--- config.mk ---
export PLATFORM = sky130hd
export DESIGN_NAME = cp0_ctrl
export DESIGN_NICKNAME = d
export VERILOG_FILES = /design/src/rtl/cp0_ctrl.sv
export SDC_FILE = /design/constraint.sdc
export NUM_CORES = 1
export LEC_CHECK = 0
export CORE_ASPECT_RATIO = 0.8
export CORE_MARGIN = 10
export CORE_UTILIZATION = 40
export DETAILED_ROUTE_END_ITERATION = 8
export GPL_TIMING_DRIVEN = 0
export PLACE_DENSITY_LB_ADDON = 0.08
export RECOVER_POWER = 50
export SLEW_MARGIN = 20
export SYNTH_ARGS = -nofsm -noshare
export SYNTH_HDL_FRONTEND = slang
export SYNTH_SLANG_ARGS = --single-unit
--- constraint.sdc ---
create_clock -name clk -period 2.05 [get_ports clk]
set_input_delay 0.205 -clock clk [delete_from_list [all_inputs] [get_ports clk]]
set_output_delay 0.205 -clock clk [all_outputs]
set_load 0.02 [all_outputs]
--- src/rtl/cp0_ctrl.sv ---
// -----------------------------------------------------------------------------
// cp0_ctrl -- MIPS-style coprocessor-0 control block.
//
// Holds the BadVAddr, Count, Compare, Status, Cause, EPC and PRId registers.
// Handles software mtc0 writes, exception entry and eret, the prescaled Count
// timer with its sticky Compare interrupt, and the interrupt request to the
// pipeline.
//
// Ports
//   clk, rst           clock; synchronous active-high reset
//   we_i/waddr_i/wdata_i  software register write (mtc0)
//   raddr_i/rdata_o    combinational register read (mfc0); no write bypass
//   int_i              external hardware interrupt levels (INT_W lines)
//   exc_*_i            exception commit pulse and its PC / BD / code / address
//   eret_i             eret commit pulse
//   *_o (32-bit)       architectural register contents
//   timer_int_o        sticky timer interrupt
//   int_req_o          enabled, unmasked interrupt request
// -----------------------------------------------------------------------------
module cp0_ctrl #(
    parameter int          INT_W    = 6,
    parameter int          CNT_DIV  = 1,
    parameter logic [31:0] PRID_VAL = 32'h00004220
) (
    input  logic             clk,
    input  logic             rst,
    input  logic             we_i,
    input  logic [4:0]       waddr_i,
    input  logic [31:0]      wdata_i,
    input  logic [4:0]       raddr_i,
    output logic [31:0]      rdata_o,
    input  logic [INT_W-1:0] int_i,
    input  logic             exc_valid_i,
    input  logic [4:0]       exc_code_i,
    input  logic [31:0]      exc_pc_i,
    input  logic             exc_bd_i,
    input  logic [31:0]      exc_badva_i,
    input  logic             eret_i,
    output logic [31:0]      badvaddr_o,
    output logic [31:0]      count_o,
    output logic [31:0]      compare_o,
    output logic [31:0]      status_o,
    output logic [31:0]      cause_o,
    output logic [31:0]      epc_o,
    output logic             timer_int_o,
    output logic             int_req_o
);

    localparam logic [4:0] REG_BADVADDR = 5'd8;
    localparam logic [4:0] REG_COUNT    = 5'd9;
    localparam logic [4:0] REG_COMPARE  = 5'd11;
    localparam logic [4:0] REG_STATUS   = 5'd12;
    localparam logic [4:0] REG_CAUSE    = 5'd13;
    localparam logic [4:0] REG_EPC      = 5'd14;
    localparam logic [4:0] REG_PRID     = 5'd15;

    localparam logic [4:0] EXC_ADEL = 5'd4;
    localparam logic [4:0] EXC_ADES = 5'd5;

    // Prescaler value on which Count advances.
    localparam logic [1:0] PRESC_LAST = 2'(CNT_DIV - 1);

    // Architectural state
    logic [31:0] count_q;
    logic [31:0] compare_q;
    logic [31:0] epc_q;
    logic [31:0] badvaddr_q;
    logic [1:0]  presc_q;
    logic        timer_q;
    logic [7:0]  im_q;
    logic        exl_q;
    logic        ie_q;
    logic        bd_q;
    logic [5:0]  ip_hw_q;       // sampled int_i, Cause[15:10] before timer OR
    logic [1:0]  ip_sw_q;       // Cause[9:8]
    logic [4:0]  exc_code_q;    // Cause[6:2]

    // Hardware lines zero-extended to the six IP2..IP7 slots.
    logic [5:0] int_ext;
    assign int_ext = 6'(int_i);

    // Software write decode
    logic wr_count, wr_compare, wr_status, wr_cause, wr_epc;
    assign wr_count   = we_i && (waddr_i == REG_COUNT);
    assign wr_compare = we_i && (waddr_i == REG_COMPARE);
    assign wr_status  = we_i && (waddr_i == REG_STATUS);
    assign wr_cause   = we_i && (waddr_i == REG_CAUSE);
    assign wr_epc     = we_i && (waddr_i == REG_EPC);

    logic timer_match;
    assign timer_match = (compare_q != 32'd0) && (count_q == compare_q);

    logic addr_exc;
    assign addr_exc = (exc_code_i == EXC_ADEL) || (exc_code_i == EXC_ADES);

    // NOTE: sequential state uses non-blocking assignments so every register
    // samples the pre-edge values regardless of statement order.
    always_ff @(posedge clk) begin
        if (rst) begin
            count_q    <= 32'd0;
            compare_q  <= 32'd0;
            epc_q      <= 32'd0;
            badvaddr_q <= 32'd0;
            presc_q    <= 2'd0;
            timer_q    <= 1'b0;
            im_q       <= 8'd0;
            exl_q      <= 1'b0;
            ie_q       <= 1'b0;
            bd_q       <= 1'b0;
            ip_hw_q    <= 6'd0;
            ip_sw_q    <= 2'd0;
            exc_code_q <= 5'd0;
        end else begin
            // Count: a software load replaces the increment and restarts the
            // prescaler so the loaded value is held for a full CNT_DIV period.
            if (wr_count) begin
                count_q <= wdata_i;
                presc_q <= 2'd0;
            end else if (presc_q == PRESC_LAST) begin
                count_q <= count_q + 32'd1;
                presc_q <= 2'd0;
            end else begin
                presc_q <= presc_q + 2'd1;
            end

            // Compare write acknowledges the timer, even against a live match.
            if (wr_compare) begin
                compare_q <= wdata_i;
                timer_q   <= 1'b0;
            end else if (timer_match) begin
                timer_q   <= 1'b1;
            end

            ip_hw_q <= int_ext;

            if (wr_status) begin
                im_q <= wdata_i[15:8];
                ie_q <= wdata_i[0];
            end

            if (wr_cause) begin
                ip_sw_q <= wdata_i[9:8];
            end

            // EXL is the one field all three sources contend for.
            if (exc_valid_i) begin
                exl_q <= 1'b1;
            end else if (eret_i) begin
                exl_q <= 1'b0;
            end else if (wr_status) begin
                exl_q <= wdata_i[1];
            end

            // An exception cycle owns EPC; a nested exception leaves the
            // outer return address and BD flag intact.
            if (exc_valid_i) begin
                exc_code_q <= exc_code_i;
                if (!exl_q) begin
                    epc_q <= exc_bd_i ? (exc_pc_i - 32'd4) : exc_pc_i;
                    bd_q  <= exc_bd_i;
                end
                if (addr_exc) begin
                    badvaddr_q <= exc_badva_i;
                end
            end else if (wr_epc) begin
                epc_q <= wdata_i;
            end
        end
    end

    // Register views
    assign badvaddr_o  = badvaddr_q;
    assign count_o     = count_q;
    assign compare_o   = compare_q;
    assign epc_o       = epc_q;
    assign timer_int_o = timer_q;
    assign status_o    = {3'b000, 1'b1, 12'h000, im_q, 6'b000000, exl_q, ie_q};
    // IP7 combines hardware line 5 (zero when absent) with the timer.
    assign cause_o     = {bd_q, 15'h0000, ip_hw_q[5] | timer_q, ip_hw_q[4:0],
                          ip_sw_q, 1'b0, exc_code_q, 2'b00};

    assign int_req_o = ie_q & ~exl_q & (|(cause_o[15:8] & im_q));

    // NOTE: the default assignment first keeps this block free of latches for
    // every unmapped register number.
    always_comb begin
        rdata_o = 32'd0;
        if (!rst) begin
            unique case (raddr_i)
                REG_BADVADDR: rdata_o = badvaddr_q;
                REG_COUNT:    rdata_o = count_q;
                REG_COMPARE:  rdata_o = compare_q;
                REG_STATUS:   rdata_o = status_o;
                REG_CAUSE:    rdata_o = cause_o;
                REG_EPC:      rdata_o = epc_q;
                REG_PRID:     rdata_o = PRID_VAL;
                default:      rdata_o = 32'd0;
            endcase
        end
    end

endmodule

==> impl_summary.txt <==
----------------------------------------------------
[Min path]
  Hold_sp ... exc_bd_i
  Worst hold stages ... 3
  Path class of the lowest-slack min-delay path ... in2reg
  Capture endpoint of the worst hold path ... bd_q$_SDFFE_PP0P_

[Placement]
  I/O Buffers ... 303
  Routability-driven placement congestion ratio ... 1.02
  Total half-perimeter wirelength after legalization and detailed placement ... 34400 um
  Placed instance count ... ~1700

[Synthesis]
  Proportion of netlist area held by the largest area contributor ... 36.1%
  Syn avg cell area ... 7.91 um^2
  Count of different cell masters after synthesis ... 61
  Most frequent cells after synthesis ... sky130_fd_sc_hd__nand2_1 (191), sky130_fd_sc_hd__dfxtp_1 (155), sky130_fd_sc_hd__a21oi_1 (115)
  Most used DFF post-synth ... sky130_fd_sc_hd__dfxtp_1
  Share of synthesized area occupied by flip-flops and latches ... 36.1%
  Post-synthesis cell count ... 1086
  Fraction of the mapped netlist area in compound gates ... 19.8%
  Largest cells by area after synthesis ... sky130_fd_sc_hd__dfxtp_1 (36%), sky130_fd_sc_hd__nand2_1 (8.3%), sky130_fd_sc_hd__a21oi_1 (6.7%)
  Largest family of logic cells by synthesized area ... simple AND/OR/NAND/NOR gates
  Fraction of the mapped netlist area in adder cells ... 0.437%
  Number of flops mapped to enable cells by yosys ... 0
  Mux cell area share after synthesis ... 2.45%
  XOR/XNOR share of the synthesized area ... 8.97%
  Cell Area, Synth ... 8590 um^2
  Post-synthesis sequential element count ... 155
  Most common cell in the synthesized netlist ... sky130_fd_sc_hd__nand2_1
  Proportion of synthesized flip-flops having asynchronous set or reset ... 0%
  Yosys warning count ... 0
  Largest area contributor in the netlist ... sky130_fd_sc_hd__dfxtp_1
  Simple-Gate Fraction of Synth Area ... around a quarter

[Global route]
  Initial antenna violation count ... 3
  Combined global-route utilization of all metal layers ... between 20 and 30%
  Wire length of the first global-routing pass ... 60600 um
  Met1 global-route usage ... ~37%
  Maximum number of pins on one net before global-route repair ... 17
  Number of global-route vias before repair ... 9360
  Sum of overflow across all layers after global routing ... 0
  Most used routing layer ... met2
  Met2 capacity usage during global routing ... 46.4%
  Met3 Usage GRT ... 10.9%

[Die]
  Core area ... 20900 um^2
  Num rows ... 47
  Effective utilization at floorplan ... 41.2%
  Die boundary width ... 184 um
  Die ar. ... around 28000 um^2
  Die height ... 151 um
  Io pins ... 349

[Route]
  Average vias per placed instance ... between 5 and 6
  Detailed Route Iter0 Violations ... approximately 1400
  Total iterations of the first detailed-routing run ... 9
  Wirelength per Cell ... 24.5 um
  Total number of vias ... 10078
  Antenna Nets Post-Route ... 0
  Drt drc ... 0
  Final wirelength ... approximately 43000 um

[Timing]
  Relative max-transition margin ... 34.0%
  Final worst path period share ... 102%
  Upper clock frequency limit ... 479 MHz
  Clock skew after layout ... 7.58 ps
  Setup TNS ... -46.4 ps
  Smallest setup slack after layout ... -35.6 ps
  RSZ-0062 raised after global routing ... true
  Slew Limit Fails ... 0
  Total of endpoints with negative setup slack in the final report ... 3
  Clock period minus final worst setup slack ... 2090 ps
  Slew at the pin closest to its max-slew limit ... 990 ps
  Number of hold-slack violations in the final timing report ... 0

[Cells and area]
  Share of post-route cells with drive strength above 1 ... 14.8%
  Final Net Count ... about 1600
  Count of placed standard cells in the final layout, fillers left out ... 1750
  Relative area change from synthesis to final layout ... 53.7%

[CTS]
  Inserted Clock Buffers ... 17
  Sink count of the clock tree ... 155
  Clock tree from TritonCTS ... built
  Clock root buffer master ... sky130_fd_sc_hd__clkbuf_16
  Total number of H-tree levels ... 4
  Post-CTS Hold Fix Bufs ... 0
  Maximum number of buffers from clock root to sink ... 2
  Clock edge transition at the registers on the reported setup and hold paths ... roughly 60 ps
  Clock latency on the worst-skew pair ... approximately 440 ps

[Setup path]
  Required @ worst endpoint ... 1850 ps
  Critical register-to-register path startpoint ... count_o[10]$_SDFFE_PP0P_
  Timing startpoint of the critical path ... raddr_i[4]
  Arrival time worst endpoint ... 1880 ps
  Max Fanout on Critical Path ... 5
  Endpoint of the worst register-to-register path ... count_o[27]$_SDFFE_PP0P_
  Worst setup slack for register-to-register paths ... 50 ps
  Worst R2R Path Depth ... 6
  Type of the worst setup path ... in2out
  Endpoint type of the worst setup path ... primary output
  Kind of launch point of the worst setup path ... input pin

[Flow run]
  Max Cap Viol ... 0

[Run status]
  Failing checks ... setup timing
  Status ... complete, but fails checks

[Power]
  Power density normalized to cell area ... 612 nW/um^2
  Worst IR drop on VDD ... 0.472 mV
  Leakage power total ... about 0.0051 uW

----------------------------------------------------
## how the worst max path moves through the flow
stage	end	slack [ps]	cells after the start
floorplan	count_o[25]$_SDFFE_PP0P_	30	6
global route	rdata_o[16]	-40	8
global placement	rdata_o[11]	-1410	6
finish	rdata_o[17]	-40	8
CTS	rdata_o[11]	-60	7
detailed placement	rdata_o[15]	-1380	7
## layer usage
| layer | wire, um | up-vias |
|---|---|---|
| met5 | 0 | - |
| met4 | 945 | 0 |
| li1 | - | 4578 |
| met2 | 19700 | 651 |
| met1 | 16600 | 4777 |
| met3 | 5600 | 72 |
## placed cells by master (no fill, tap or decap), types with 29 or more instances in the layout
cell and instances:
sky130_fd_sc_hd__nor2_1 77, sky130_fd_sc_hd__clkbuf_1 46, sky130_fd_sc_hd__a21oi_1 112, sky130_fd_sc_hd__a211oi_1 34, sky130_fd_sc_hd__xnor2_1 57, sky130_fd_sc_hd__dfxtp_1 147, sky130_fd_sc_hd__nand2_1 188, sky130_fd_sc_hd__clkdlybuf4s50_1 129
sky130_fd_sc_hd__a222oi_1 29, sky130_fd_sc_hd__xor2_1 31, sky130_fd_sc_hd__dlygate4sd3_1 136, sky130_fd_sc_hd__buf_4 77, sky130_fd_sc_hd__conb_1 40
## cells by family after synthesis
| kind of cell | after synthesis |
|---|---|
| DFF | 155 |
| xor gates and xnor gates | 88 |
| and+or+nand+nor | 418 |
| other | 2 |
| muxes | 21 |
| buffers and inverters | 141 |
| AOI/OAI and AO/OA | 258 |
| adders and majority gates | 3 |
## repair_timing
| action | CTS | global route |
|---|---|---|
| pin swaps | 18 | 16 |
| setup endpoints to repair | 84 | 83 |
| resized for setup | 223 | 42 |
| setup buffers | 14 | 12 |
| gates cloned | 1 | 1 |
## metrics by stage
| stage | hold WS, ps | cell area (um^2) | setup WS (ps) | total power [uW] | utilization (%) |
|---|---|---|---|---|---|
| floorplan | 333 | 8730 | 28.0 | 3850 | - |
| global placement | 408 | 12100 | -1410 | 4530 | 58.0 |
| detailed placement | 432 | 12100 | -1380 | 4540 | 58.0 |
| CTS | 111 | 13100 | -63.6 | 8070 | 62.6 |
| global route | 144 | 13200 | -40.7 | 8290 | 63.3 |
| finish | 136 | 13200 | -35.6 | 8080 | 63.3 |
## registers in the layout, summed over array words and instances (netlist names)
name and flops:
exl_q 1, timer_int_o 1, ie_q 1, im_q 8
bd_q 1, count_o 32, ip_hw_q 6, exc_code_q 5
compare_o 32, badvaddr_o 32, epc_o 32, ip_sw_q 2
presc_q 2
## power breakdown
part           switching, uW  internal (uW)  total (uW)
logic                    718            574        1290
clock network           1390           2180        3570
registers                121           3100        3220
total                   2220           5860        8080
## area by class of cell
class | count | area [um^2]
Antenna cell | 4 | 10.0
Clock inverter | 12 | 213
Buffer | 124 | 806
Inverter | 8 | 30.0
Tap cell | 269 | 337
Fill cell | 1840 | 7670
Multi-Input combinational cell | 828 | 5090
Timing Repair Buffer | 331 | 3170
Sequential cell | 155 | 3120
Clock buffer | 19 | 433
## worst max-delay path, cell delays in order
cell and delay, ps:
sky130_fd_sc_hd__clkdlybuf4s15_1 180, sky130_fd_sc_hd__nand2b_4 180, sky130_fd_sc_hd__nor4b_4 60, sky130_fd_sc_hd__buf_4 170
sky130_fd_sc_hd__clkbuf_8 150, sky130_fd_sc_hd__a222oi_1 540, sky130_fd_sc_hd__a21oi_1 190, sky130_fd_sc_hd__buf_2 200
Note: power is estimated with default switching activity, not from simulation.
